File: src/rtl/cipher_stream_ctrl.sv
`default_nettype none
// ============================================================================
// Module   : cipher_stream_ctrl
// Brief    : Byte-stream front end for a block-cipher core (keys/IV/data
//            assembly, ECB/CBC chaining, start/done handshake, byte output).
// Revision : 1.0 - initial release
// ============================================================================
module cipher_stream_ctrl #(
    parameter int BLOCK_BYTES = 8,
    parameter int NUM_KEYS    = 2
) (
    input  logic                        clk,
    input  logic                        rst,
    input  logic                        stop,
    input  logic                        rw_mode,
    input  logic                        cbc_en,
    input  logic [7:0]                  in_byte,
    input  logic                        in_valid,
    output logic                        in_ready,
    output logic [7:0]                  out_byte,
    output logic                        out_valid,
    input  logic                        out_ready,
    output logic                        eng_start,
    output logic                        eng_decrypt,
    output logic [8*BLOCK_BYTES-1:0]    eng_din,
    output logic [NUM_KEYS*8*BLOCK_BYTES-1:0] eng_keys,
    input  logic [8*BLOCK_BYTES-1:0]    eng_dout,
    input  logic                        eng_done,
    output logic                        keys_loaded,
    output logic                        busy
);

    localparam int W     = 8 * BLOCK_BYTES;
    localparam int CNT_W = $clog2(BLOCK_BYTES);
    localparam int KEY_W = (NUM_KEYS > 1) ? $clog2(NUM_KEYS) : 1;

    localparam logic [CNT_W-1:0] c_last_byte = CNT_W'(BLOCK_BYTES - 1);
    localparam logic [KEY_W-1:0] c_last_key  = KEY_W'(NUM_KEYS - 1);

    localparam logic [2:0] c_st_load_key = 3'd0;
    localparam logic [2:0] c_st_load_iv  = 3'd1;
    localparam logic [2:0] c_st_collect  = 3'd2;
    localparam logic [2:0] c_st_crypt    = 3'd3;
    localparam logic [2:0] c_st_emit     = 3'd4;

    logic [2:0]          state_q, state_d;
    logic [CNT_W-1:0]    byte_cnt_q, byte_cnt_d;
    logic [CNT_W-1:0]    out_cnt_q, out_cnt_d;
    logic [KEY_W-1:0]    key_idx_q, key_idx_d;
    logic [NUM_KEYS*W-1:0] keys_q, keys_d;
    logic [W-1:0]        chain_q, chain_d;
    logic [W-1:0]        shift_q, shift_d;
    logic [W-1:0]        blk_q, blk_d;
    logic [W-1:0]        res_q, res_d;
    logic                start_q, start_d;
    logic                keys_loaded_q, keys_loaded_d;
    logic                dec_q, dec_d;
    logic                cbc_q, cbc_d;
    logic                stop_pend_q, stop_pend_d;

    logic                w_load_state;
    logic                w_accept;
    logic                w_blk_last;
    logic [W-1:0]        w_block;

    assign w_load_state = (state_q == c_st_load_key) || (state_q == c_st_load_iv) ||
                          (state_q == c_st_collect);
    // stop wins over a same-cycle byte, so the byte is refused outright
    assign in_ready   = w_load_state && !stop;
    assign w_accept   = in_valid && in_ready;
    assign w_blk_last = (byte_cnt_q == c_last_byte);
    assign w_block    = {shift_q[W-9:0], in_byte};

    assign busy        = (state_q == c_st_crypt) || (state_q == c_st_emit);
    assign out_valid   = (state_q == c_st_emit);
    assign out_byte    = res_q[W-1 -: 8];
    assign eng_start   = start_q;
    assign eng_decrypt = dec_q;
    assign eng_keys    = keys_q;
    assign keys_loaded = keys_loaded_q;
    assign eng_din     = (cbc_q && !dec_q) ? (blk_q ^ chain_q) : blk_q;

    always_comb begin
        state_d       = state_q;
        byte_cnt_d    = byte_cnt_q;
        out_cnt_d     = out_cnt_q;
        key_idx_d     = key_idx_q;
        keys_d        = keys_q;
        chain_d       = chain_q;
        shift_d       = shift_q;
        blk_d         = blk_q;
        res_d         = res_q;
        start_d       = 1'b0;
        keys_loaded_d = keys_loaded_q;
        dec_d         = dec_q;
        cbc_d         = cbc_q;
        stop_pend_d   = stop_pend_q;

        if (w_load_state && stop) begin
            byte_cnt_d    = '0;
            key_idx_d     = '0;
            keys_loaded_d = 1'b0;
            state_d       = c_st_load_key;
        end else if (w_accept) begin
            shift_d    = w_block;
            byte_cnt_d = w_blk_last ? '0 : byte_cnt_q + CNT_W'(1);
            if ((state_q == c_st_load_key) && (key_idx_q == '0) && (byte_cnt_q == '0)) begin
                dec_d = rw_mode;
                cbc_d = cbc_en;
            end
            if (w_blk_last) begin
                case (state_q)
                    c_st_load_key: begin
                        for (int k = 0; k < NUM_KEYS; k++) begin
                            if (key_idx_q == KEY_W'(k)) keys_d[k*W +: W] = w_block;
                        end
                        if (key_idx_q == c_last_key) begin
                            key_idx_d     = '0;
                            keys_loaded_d = 1'b1;
                            state_d       = cbc_q ? c_st_load_iv : c_st_collect;
                        end else begin
                            key_idx_d = key_idx_q + KEY_W'(1);
                        end
                    end
                    c_st_load_iv: begin
                        chain_d = w_block;
                        state_d = c_st_collect;
                    end
                    default: begin
                        blk_d   = w_block;
                        start_d = 1'b1;
                        state_d = c_st_crypt;
                    end
                endcase
            end
        end

        if (state_q == c_st_crypt) begin
            if (stop) stop_pend_d = 1'b1;
            if (eng_done) begin
                state_d   = c_st_emit;
                out_cnt_d = '0;
                res_d     = eng_dout;
                if (cbc_q && dec_q) begin
                    res_d   = eng_dout ^ chain_q;
                    chain_d = blk_q;
                end else if (cbc_q) begin
                    chain_d = eng_dout;
                end
            end
        end

        if (state_q == c_st_emit) begin
            if (stop) stop_pend_d = 1'b1;
            if (out_ready) begin
                res_d     = {res_q[W-9:0], 8'h00};
                out_cnt_d = out_cnt_q + CNT_W'(1);
                if (out_cnt_q == c_last_byte) begin
                    out_cnt_d = '0;
                    // a stop seen during the block ends the transaction once drained
                    if (stop_pend_q || stop) begin
                        state_d       = c_st_load_key;
                        byte_cnt_d    = '0;
                        key_idx_d     = '0;
                        keys_loaded_d = 1'b0;
                        stop_pend_d   = 1'b0;
                    end else begin
                        state_d = c_st_collect;
                    end
                end
            end
        end
    end

    always_ff @(posedge clk) begin
        if (rst) begin
            state_q       <= c_st_load_key;
            byte_cnt_q    <= '0;
            out_cnt_q     <= '0;
            key_idx_q     <= '0;
            keys_q        <= '0;
            chain_q       <= '0;
            shift_q       <= '0;
            blk_q         <= '0;
            res_q         <= '0;
            start_q       <= 1'b0;
            keys_loaded_q <= 1'b0;
            dec_q         <= 1'b0;
            cbc_q         <= 1'b0;
            stop_pend_q   <= 1'b0;
        end else begin
            state_q       <= state_d;
            byte_cnt_q    <= byte_cnt_d;
            out_cnt_q     <= out_cnt_d;
            key_idx_q     <= key_idx_d;
            keys_q        <= keys_d;
            chain_q       <= chain_d;
            shift_q       <= shift_d;
            blk_q         <= blk_d;
            res_q         <= res_d;
            start_q       <= start_d;
            keys_loaded_q <= keys_loaded_d;
            dec_q         <= dec_d;
            cbc_q         <= cbc_d;
            stop_pend_q   <= stop_pend_d;
        end
    end

endmodule
`default_nettype wire

File: config.mk
export PLATFORM = sky130hd
export DESIGN_NAME = cipher_stream_ctrl
export DESIGN_NICKNAME = d
export VERILOG_FILES = /design/src/rtl/cipher_stream_ctrl.sv
export SDC_FILE = /design/constraint.sdc
export NUM_CORES = 1
export LEC_CHECK = 0
export ABC_AREA = 1
export CAP_MARGIN = 0
export CELL_PAD_IN_SITES_DETAIL_PLACEMENT = 0
export CELL_PAD_IN_SITES_GLOBAL_PLACEMENT = 1
export CORE_MARGIN = 2
export CORE_UTILIZATION = 42
export CTS_BUF_LIST = sky130_fd_sc_hd__clkbuf_16
export CTS_CLUSTER_DIAMETER = 60
export DETAILED_ROUTE_END_ITERATION = 8
export PLACE_DENSITY = 0.95
export REMOVE_ABC_BUFFERS = 1
export SLEW_MARGIN = 20
export SYNTH_ARGS = -nofsm -noshare
export SYNTH_HDL_FRONTEND = slang
export SYNTH_SLANG_ARGS = --single-unit
File: constraint.sdc
create_clock -name clk -period 2.72 [get_ports clk]
set_input_delay 0.816 -clock clk [delete_from_list [all_inputs] [get_ports clk]]
set_output_delay 0.816 -clock clk [all_outputs]
set_load 0.02 [all_outputs]
Word level (Yosys, flattened, before mapping)
Index checks and enable logic that the tools add are counted.
- add/subtract/negate cells: 3
- equal/unequal tests: 6
- mux-type cells: 64
- bitwise operators: 7
- reductions and logical operators: 22
- operators by type and width (kind ; count):
    $mux 64 ; 14
    $xor 64x64->64 ; 2
    $mux 3 ; 21
    $mux 1 ; 26
    $reduce_and 5->1 ; 2
    $eq 3x3->1 const B ; 3
    $logic_and 1x1->1 ; 7
    $add 3x1->3 const B ; 2
    $eq 3x2->1 const B ; 2
    $logic_not 3->1 ; 2
    $pmux 3 s2 ; 1
    $not 1->1 ; 5
    $logic_or 1x1->1 ; 4
    $mux 2 ; 2
    $reduce_and 4->1 ; 1
    $reduce_or 4->1 ; 1
    $eq 3x1->1 const B ; 1
    $reduce_and 3->1 ; 1
    $logic_not 1->1 ; 2
    $reduce_and 2->1 ; 1
    $reduce_or 2->1 ; 1
    $add 1x1->1 const B ; 1
- register bits after elaboration: 391
- input port bits: 80
- output and inout port bits: 206
- word-level logic and storage cells: 117

Logic depth before layout (Yosys ltp)
- word-level depth: 12
- mapped depth: 10
- depth with buffers taken out: 10

Worst setup path after synthesis
Ideal clock, no wire load.
- path kind: reg-to-output
- from: reg dec_q (netlist: eng_decrypt)
- to: out eng_din[43]
- arrival time: 1.605 ns
- data required time: 1.904 ns
- slack: 0.299 ns
- cell stages (with the launch flop): 6
- path buffers: 2
- path through: dfxtp_1 -> or2_2 -> clkbuf_1 -> buf_1 -> nor2_1 -> xor2_1
- word-level cells in the longest chain between the ends: 3
- ends and longest elaborated chain (element ; RTL line ; text):
    start: declaration ; 57 ; logic dec_q, dec_d;
    start signal: assignment ; 188 ; dec_q <= 1'b0;
    start signal: assignment ; 203 ; dec_q <= dec_d;
    $logic_not 1->1 ; 81 ; assign eng_din = (cbc_q && !dec_q) ? (blk_q ^ chain_q) : blk_q;
    $logic_and 1x1->1 ; 81 ;
    $mux 64 ; 81 ;
    end: declaration ; 25 ; output logic [8*BLOCK_BYTES-1:0] eng_din,
No other way between the ends.

Worst setup path in the final report
- from: reg cbc_q
- to: out eng_din[25]
- word-level cells in the longest chain between the ends: 2
- ends and longest elaborated chain (element ; RTL line ; text):
    start: declaration ; 58 ; logic cbc_q, cbc_d;
    start signal: assignment ; 189 ; cbc_q <= 1'b0;
    start signal: assignment ; 204 ; cbc_q <= cbc_d;
    $logic_and 1x1->1 ; 81 ;
    $mux 64 ; 81 ;
No other way between the ends.

==> flow_summary.yaml <==
outcome:
  run_status: "complete, but fails checks"
  violations: "setup timing"
timing:
  setup_viol: 58
  worstMarginPinSlew_ns: 0.981
  whs_ns: 0.443
  fin_skew_ns: 0.00998
  rsz0062_at_grt: "yes"
  relSlewSlack_pct: 34.6
  setup_ws_ns: -0.155
  drv_slew: 0
  min_period_ns: 2.87
  max_freq_mhz: 348
  hold_viol: 0
  post-route-period-util_pct: 106
critical_path:
  critPathKind: "reg -> out"
  cp-start-kind: "register"
  cp.required_ns: 1.90
  cp_top_family: "buffers and inverters"
  cp_slowest_stage_delay_ns: 0.33
  worstPathArrival_ns: 2.06
  end_kind: "output pin"
  slowest_stage: "dfxtp_2"
  crit_fanout: 9
  critPathBufInv: 4
  cp_cell_sequence: "inv_2 -> or2_4 -> buf_12 -> buf_8 -> nor2_4 -> xor2_2 -> buf_6"
synthesis:
  synth-seq-area-share_pct: 43.8
  synth-async-reset-ratio_pct: 0
  synth_ff_type: "dfxtp_1"
  synth_area_leaders: "dfxtp_1, o21ai_0, a21oi_1"
  synth_top_area_cell: "dfxtp_1"
  yosysWarnings: 0
  ys_types: 24
  synth_seq_cells: 391
  avgSynthCellArea_sq_um: 7.06
  synth_edf_count: 0
  yosysTopAreaCellShare_pct: 43.8
  synth_cells: 2530
  synth.cell_area_sq_mm: 0.0179
clocking:
  cts.clk_slew.worst_paths_ns: 0.06
  root_buffer: "clkbuf_16"
  clock_latency_ns: 0.56
  cts-buffers-inserted: 44
  cts_tree: "yes"
  h-tree-depth: 2
  ctsHoldBuffers: 0
  cts_buffer_depth: 3
  cts_sinks: 391
power_and_ir_drop:
  p_int_mw: 9.16
  power_frac_seq_pct: 48.2
  p_sw_share_pct: 24.4
  p_switching_mw: 2.96
  power_density_mw_per_mm2: 518
  p_leak_nw: 9.06
  combPwrFrac_pct: 6.3
  vdd_drop_max_uv: 383
  clkPwrFrac_pct: 45.5
routing:
  drt_iter0_drc: 1426
  num_vias: 17900
  vias_per_cell: 5.37
  antenna_left: 0
  drc: 0
  dr.pass1.iters: 6
  wl_per_cell_um: 17.5
  finalWirelength_um: 58400
finish:
  drive_gt1_share_pct: 11.2
  final_cell_mix: "dfxtp_1, nand2_1, inv_1"
  nFillCells: 3977
  fin_util_pct: 55.7
  stdcell_area_sq_mm: 0.0234
  final_common_cell: "dfxtp_1"
  fin_nets: 2839
  area_growth_syn_to_layout_pct: 30.8
global_routing:
  grtUsageTotal_pct: 25.3
  grt_overflow: 0
  grtUsageMet2_pct: 41.9
  grt_pass1_vias: 17200
  met1_usage_pct: 33.4
  busiest_layer: "met2"
  antenna_found_initial: 2
  met3_usage_pct: 3.93
  grt_start_max_net_pins: 86
  grt_pass1_wl_um: 90000
placed_design:
  io_buffers: 285
  dp_hpwl_um: 36500
  dpl_cell_area_sq_mm: 0.0214
  gp_congestion: 0.837
die:
  rows: 75
  fp.dieW_um: 210
  die_area_sq_mm: 0.0442
  die-height_um: 210
  initial_utilization_pct: 42.6
  core_sq_mm: 0.0419
  ios: 286
worst_hold_path:
  min_path_type: "reg -> reg"
flow_run:
  drv_cap: 0
repair_timing:
| item | in CTS | in global routing |
|---|---|---|
| setup buffers | 7 | 19 |
| pin swaps | 36 | 26 |
| resized for setup | 357 | 85 |
| setup endpoints to repair | 67 | 63 |
| cloned | 1 | 3 |
layer usage:
metal | part of all wire (%) | vias to the layer above
met4 | 2.7 | 0
li1 | - | 8719
met2 | 46 | 676
met1 | 44 | 8376
met3 | 7.2 | 103
met5 | 0 | -
path summary, 6_finish.rpt:
path	end	cells after the start	startpoint	slack [ns]
worst max-delay path	eng_din[25]	7	cbc_q$_SDFFE_PP0P_	-0.15
worst min-delay path	eng_keys[40]$_SDFFE_PP0P_	2	eng_keys[40]$_SDFFE_PP0P_	0.44
worst max register to register	chain_q[51]$_SDFF_PP0_	8	byte_cnt_q[0]$_SDFF_PP0_	0.57
worst min register to register	eng_keys[40]$_SDFFE_PP0P_	2	eng_keys[40]$_SDFFE_PP0P_	0.44
final cells by class:
type	instances	area (sq um)	share of cell area, %
antenna	2	5.00	0.0214
clock buffer	45	1130	4.82
clock inverter	33	170	0.728
inverter	341	1290	5.52
multi-input combinational	1592	8350	35.7
sequential	391	7830	33.5
tap	539	674	2.88
timing repair buffer	384	3940	16.8
power groups by stage:
| stage | Sequential, mW | Clock, mW | Combinational [mW] |
|---|---|---|---|
| floorplan | 5.95 | 0 | 0.378 |
| global placement | 5.97 | 0 | 0.672 |
| detailed placement | 5.97 | 0 | 0.681 |
| CTS | 5.84 | 5.59 | 0.713 |
| global route | 5.85 | 5.81 | 0.837 |
| finish | 5.84 | 5.51 | 0.767 |
Yosys cell counts, drive strengths merged (2+ instances only):
master,instances
nand3,185
nand2,351
dfxtp,391
a31oi,56
a21oi,268
ha,5
inv,341
buf,75
xor2,72
nor3,2
clkbuf,131
o21ai,308
nand4,67
o22ai,64
nor2,212
per-stage QoR:
step	setup slack, ns	setup TNS, ns	cells	total power, mW
after floorplan	-3.17	-940.95	2324	6.33
after global placement	-0.176	-0.176	3218	6.64
after detailed placement	-0.182	-0.328	3218	6.65
after CTS	-0.208	-5.21	3304	12.1
after global routing	-0.204	-8.55	3327	12.5
final	-0.155	-4.13	3327	12.1
cell families after synthesis:
logic type | Yosys count | share of synthesized area [%]
AOI/OAI and AO/OA | 697 | 20.4
xor gates and xnor gates | 72 | 3.53
adders and majority gates | 5 | 0.350
buffers and inverters | 547 | 12.3
DFF | 391 | 43.8
and+or+nand+nor | 818 | 19.7
worst reg2reg max path: cells and delay by family, from the launching register on:
family	cells	cell delay (ns)
and+or+nand+nor	3	0.37
adders and majority gates	2	0.56
buffers and inverters	2	0.63
AOI/OAI and AO/OA	1	0.14
DFF	1	0.38
state kept, by name (all words and copies together) (netlist names), named ones only:
name / flops
chain_q: 64
cbc_q: 1
state_q: 3
byte_cnt_q: 3
res_q: 64
eng_keys: 128
eng_start: 1
out_cnt_q: 3
blk_q: 64
key_idx_q: 1
shift_q: 56
keys_loaded: 1
eng_decrypt: 1
Note: power is estimated with default switching activity, not from simulation.
